$ cat src/rtl/fifo_arb_pkg.sv
// fifo_arb_pkg: shared types and helpers for the fifo push arbiter.
//   arb_state_e : arbiter FSM states
//   DATA_W_DEF  : default byte width, matches the fifo data_in
//   idx_w()     : index width for an N-entry selector (never below 1)
package fifo_arb_pkg;

    typedef enum logic {ARB_IDLE, ARB_BURST} arb_state_e;

    localparam int DATA_W_DEF = 8;

    function automatic int idx_w(input int n);
        return (n > 1) ? $clog2(n) : 1;
    endfunction

endpackage

$ cat src/rtl/rr_pick.sv
// rr_pick: combinational round-robin search, first set request at/after ptr.
//   req   in  N_REQ  request vector
//   ptr   in  PTR_W  search start position (0..N_REQ-1)
//   found out 1      any request set
//   idx   out PTR_W  winning index, wrapping past N_REQ-1 back to 0
module rr_pick
    import fifo_arb_pkg::*;
#(
    parameter int N_REQ = 4,
    parameter int PTR_W = idx_w(N_REQ)
) (
    input  logic [N_REQ-1:0] req,
    input  logic [PTR_W-1:0] ptr,
    output logic             found,
    output logic [PTR_W-1:0] idx
);

    int j;

    // Scan offsets from farthest to nearest so the nearest hit wins.
    always_comb begin
        found = |req;
        idx   = '0;
        j     = 0;
        for (int k = N_REQ - 1; k >= 0; k--) begin
            j = int'(ptr) + k;
            if (j >= N_REQ) j = j - N_REQ;
            if (req[j]) idx = PTR_W'(j);
        end
    end

endmodule

$ cat src/rtl/fifo_push_arbiter.sv
// fifo_push_arbiter: round-robin burst arbiter driving the byte fifo write port.
//   clk          in  posedge clock (fifo samples on negedge of the same net)
//   reset        in  synchronous active-high reset
//   req_valid    in  N_REQ         producer i has a byte
//   req_data     in  N_REQ*DATA_W  producer i byte at [i*DATA_W +: DATA_W]
//   req_ready    out N_REQ         beat i accepted when valid & ready
//   fifo_full    in  fifo full flag
//   fifo_push    out fifo push strobe
//   fifo_data_in out DATA_W        fifo write data
//   grant_id     out current/last granted producer
//   busy         out high while a burst is in progress
module fifo_push_arbiter
    import fifo_arb_pkg::*;
#(
    parameter int N_REQ     = 4,
    parameter int DATA_W    = DATA_W_DEF,
    parameter int BURST_LEN = 4,
    localparam int ID_W     = idx_w(N_REQ),
    localparam int CNT_W    = $clog2(BURST_LEN) + 1
) (
    input  logic                    clk,
    input  logic                    reset,
    input  logic [N_REQ-1:0]        req_valid,
    input  logic [N_REQ*DATA_W-1:0] req_data,
    output logic [N_REQ-1:0]        req_ready,
    input  logic                    fifo_full,
    output logic                    fifo_push,
    output logic [DATA_W-1:0]       fifo_data_in,
    output logic [ID_W-1:0]         grant_id,
    output logic                    busy
);

    arb_state_e       state_q, state_d;
    logic [ID_W-1:0]  grant_id_q, grant_id_d;
    logic [ID_W-1:0]  rr_ptr_q, rr_ptr_d;
    logic [CNT_W-1:0] beat_cnt_q, beat_cnt_d;
    logic             pick_found;
    logic [ID_W-1:0]  pick_idx;
    logic [ID_W-1:0]  next_ptr;

    rr_pick #(.N_REQ(N_REQ), .PTR_W(ID_W)) u_pick (
        .req   (req_valid),
        .ptr   (rr_ptr_q),
        .found (pick_found),
        .idx   (pick_idx)
    );

    assign next_ptr = (grant_id_q == ID_W'(N_REQ - 1)) ? '0 : grant_id_q + ID_W'(1);
    assign grant_id = grant_id_q;
    assign busy     = (state_q == ARB_BURST);

    // Handshake outputs are gated by reset so no beat is taken while it is high,
    // and by fifo_full so the fifo can never overflow.
    always_comb begin
        state_d      = state_q;
        grant_id_d   = grant_id_q;
        rr_ptr_d     = rr_ptr_q;
        beat_cnt_d   = beat_cnt_q;
        req_ready    = '0;
        fifo_push    = 1'b0;
        fifo_data_in = '0;
        if (state_q == ARB_IDLE) begin
            if (pick_found) begin
                state_d    = ARB_BURST;
                grant_id_d = pick_idx;
                beat_cnt_d = '0;
            end
        end else begin
            req_ready[grant_id_q] = !fifo_full && !reset;
            fifo_push             = req_valid[grant_id_q] && !fifo_full && !reset;
            fifo_data_in          = req_data[grant_id_q*DATA_W +: DATA_W];
            if (!req_valid[grant_id_q]) begin
                state_d  = ARB_IDLE;
                rr_ptr_d = next_ptr;
            end else if (fifo_push) begin
                beat_cnt_d = beat_cnt_q + CNT_W'(1);
                if (beat_cnt_q == CNT_W'(BURST_LEN - 1)) begin
                    state_d  = ARB_IDLE;
                    rr_ptr_d = next_ptr;
                end
            end
        end
    end

    always_ff @(posedge clk) begin
        if (reset) begin
            state_q    <= ARB_IDLE;
            grant_id_q <= '0;
            rr_ptr_q   <= '0;
            beat_cnt_q <= '0;
        end else begin
            state_q    <= state_d;
            grant_id_q <= grant_id_d;
            rr_ptr_q   <= rr_ptr_d;
            beat_cnt_q <= beat_cnt_d;
        end
    end

endmodule

$ cat config.mk
export PLATFORM = sky130hd
export DESIGN_NAME = fifo_push_arbiter
export DESIGN_NICKNAME = d
export VERILOG_FILES = /design/src/rtl/fifo_arb_pkg.sv /design/src/rtl/rr_pick.sv /design/src/rtl/fifo_push_arbiter.sv
export SDC_FILE = /design/constraint.sdc
export NUM_CORES = 1
export LEC_CHECK = 0
export CAP_MARGIN = 20
export CORE_MARGIN = 2
export CORE_UTILIZATION = 35
export CTS_CLUSTER_SIZE = 30
export DETAILED_ROUTE_END_ITERATION = 7
export PLACE_DENSITY = 0.78
export SLEW_MARGIN = 15
export SYNTH_ARGS = -nofsm -noshare
export SYNTH_HDL_FRONTEND = slang
export SYNTH_SLANG_ARGS = --single-unit
$ cat constraint.sdc
create_clock -name clk -period 2.1 [get_ports clk]
set_clock_uncertainty 0.1 [all_clocks]
set_input_delay 0.21 -clock clk [delete_from_list [all_inputs] [get_ports clk]]
set_output_delay 0.21 -clock clk [all_outputs]
set_load 0.03 [all_outputs]
==> out/metrics.yaml <==
grt:
  antenna_found_initial: 0
  grt_usage_pct: 18.6
  grt_overflow: 0
  grt_max_degree: 15
  grt_pass1_wl_mm: 3.80
  grt_pass1_vias: 894
drt:
  drcViolationCount: 0
  drt_iter0_markers: 9
  viasPerCell: 5.15
  detail_route.wl_per_cell_um: 14.7
  routed_wl_mm: 2.49
  dr.pass1.iters: 4
  antenna_left: 0
  vias: 871
clock_tree:
  clkSinkCount: 8
  clock_tree.root_cell: "clkbuf_4"
  ctsHoldBuffers: 0
  cts-htree-levels: 1
  clk_pin_slew_worst_paths_ns: 0.06
  cts_buffer_depth: 2
  cts_made_buffers: 3
  insertion_delay_ns: 0.26
  tritoncts: "yes"
setup_path:
  crit_path_max_fanout: 10
  worstPathRequired_ns: 1.79
  arrival_ns: 1.73
  critPathCaptureType: "primary output"
  worstReg2RegStart: "grant_id[1]$_SDFFE_PP0P_"
  crit_start: "grant_id[0]$_SDFFE_PP0P_"
  path_class: "flip-flop to primary output"
  critPathLaunchType: "flip-flop"
placed_design:
  port_buffers: 54
  place_congestion: 0.798
  detailedPlacementHpwl_mm: 2.06
  dpl_cell_area_um2: 1400
timing:
  hold_viol: 0
  setup_tns_ns: 0
  rsz0062_at_grt: "no"
  max_slew_margin_pct: 74.0
  max_clock_freq_ghz: 0.490
  setup_violations: 0
  fin_crit_sh_pct: 97.3
  period_needed_ns: 2.04
  whs_ns: 0.389
  worstMarginPinSlew_ns: 0.390
  maxSlewViolCount: 0
logic_synthesis:
  synthMuxAreaShare_pct: 30.4
  synth_top_area_share_pct: 18.9
  synthAdderAreaFrac_pct: 8.85
  yosys-top-cells-count: "and2_1, dfxtp_1, inv_1"
  ys.flop_type: "dfxtp_1"
  synthArstFlopShare_pct: 0
  synth_compound_area_share_pct: 11.8
  synth_area_leaders: "dfxtp_1, mux4_1, mux4_2, and2_1, ha_1"
  syn_area_um2: 848
  synthCells: 83
  syn_area_per_cell_um2: 10.2
  yosys.area_share.simple_pct: 22.4
  syn_nets: 128
  netlist-cell-type-count: 34
  yosys_register_bits: 8
  synth_top_area_cell: "dfxtp_1"
  synth-xor-area-share_pct: 0
  synth.most_common_cell: "and2_1"
  ys_warn_count: 0
  synth_top_family_by_area: "multiplexers"
  synth_seq_area_share_pct: 18.9
  synth_edf_count: 0
layout:
  antenna_cells: 0
  fill_cells: 190
  nNetsFinal: 188
  drive_gt1_share_pct: 22.7
  finalInstanceArea_um2: 1430
  area_delta_synth_final_pct: 68.0
floorplanning:
  start_util_pct: 37.6
  die_y_um: 53.2
  die_w_um: 53.2
  ios: 55
  dieArea_um2: 2830
  core-area_um2: 2250
  fp-row-count: 17
power_and_ir_drop:
  p_leak_uw: 0.000601
  finalPower_uw: 579
  vdd_drop_max_v: 0.000237
  pwr_density_cell_nw_per_um2: 406
hold_path:
  holdCritPathClass: "flip-flop to flip-flop"
  min_from: "beat_cnt_q[0]$_SDFFE_PP0P_"
status:
  status: "finished, final reports clean"
flow_run:
  timing.max_cap.violations: 0
[state kept, by name, indices dropped and copies added, names as in the netlist]
signal,cells
grant_id,2
beat_cnt_q,3
busy,1
rr_ptr_q,2
[layout make-up]
| type | instances | area [µm²] | share of cell area, % |
|---|---|---|---|
| well taps | 28 | 35.0 | 2.46 |
| multi-input cells | 63 | 623 | 43.7 |
| clock buffers | 3 | 22.5 | 1.58 |
| repair buffers | 60 | 554 | 38.9 |
| flip-flops and latches | 8 | 164 | 11.5 |
| inverters | 7 | 26.3 | 1.84 |
[where the power goes]
| part | leakage [µW] | internal, µW | switching [µW] |
|---|---|---|---|
| Combinational | 0.000521 | 157 | 114 |
| Sequential | 0.0000660 | 162 | 21.0 |
| Clock | 0.0000138 | 65.9 | 59.1 |
| Total | 0.000601 | 385 | 194 |
[final timing paths]
path                                                    to  slack, ns  depth (start not counted)
worst max-delay path                       fifo_data_in[5]       0.06                          3
worst min-delay path            beat_cnt_q[0]$_SDFFE_PP0P_       0.39                          1
worst max register to register  beat_cnt_q[1]$_SDFFE_PP0P_       0.22                          6
worst min register to register  beat_cnt_q[0]$_SDFFE_PP0P_       0.39                          1
[logic make-up after synthesis]
kind of cell / Yosys count
muxes: 14
adders and majority gates: 6
and+or+nand+nor: 30
AOI/OAI and AO/OA: 13
buffers and inverters: 12
DFF: 8
[metrics by stage]
stage / std cells / utilization [%] / worst slack (ns)
after floorplan: 83 / - / 0.198
after global placement: 164 / 62.2 / -0.172
after detailed placement: 164 / 62.2 / -0.223
after CTS: 168 / 63.4 / 0.00281
after global routing: 169 / 63.2 / 0.00179
final: 169 / 63.2 / 0.0575
[routing by layer]
metal / track usage (%) / vias to the layer above / share of wire [%]
met5: 0 / - / 0
met3: 4.24 / 5 / 12
met2: 33.7 / 48 / 46
li1: - / 427 / -
met4: 7.69 / 0 / 1.7
met1: 20.4 / 391 / 40
[worst max-delay path, cell delays in order, from the launching register on]
cell	delay, ns
dfxtp_4	0.43
mux4_2	0.52
and2_1	0.17
dlygate4sd2_1	0.35
[timing repair]
item / in CTS / in global routing
setup endpoints to repair: 10 / 3
resized for setup: 12 / 6
cloned: 0 / 0
pin swaps: 1 / 0
buffers inserted: 1 / 1
[layout by cell type, fill, tap and decap left out, drive strengths merged]
master	netlist	final
ha	6	6
o211ai	2	2
and2b	1	1
or3	1	1
dfxtp	8	8
clkbuf	2	6
clkdlybuf4s50	0	41
a32oi	1	1
o21ai	1	1
o221a	1	1
mux2i	4	4
o221ai	1	1
a21o	1	1
clkdlybuf4s15	0	1
nand2b	2	2
mux2	2	2
and2	12	12
o21bai	1	1
mux4	8	8
dlygate4sd2	0	4
buf	3	11
a211oi	1	1
a21oi	3	3
or2	1	1
nor4	1	1
nor2	1	1
o31ai	1	1
nor2b	2	2
nand3b	1	1
nor3b	2	2
inv	7	7
nor3	2	2
nand2	4	4
No activity file was read; power rests on OpenSTA's default activity.
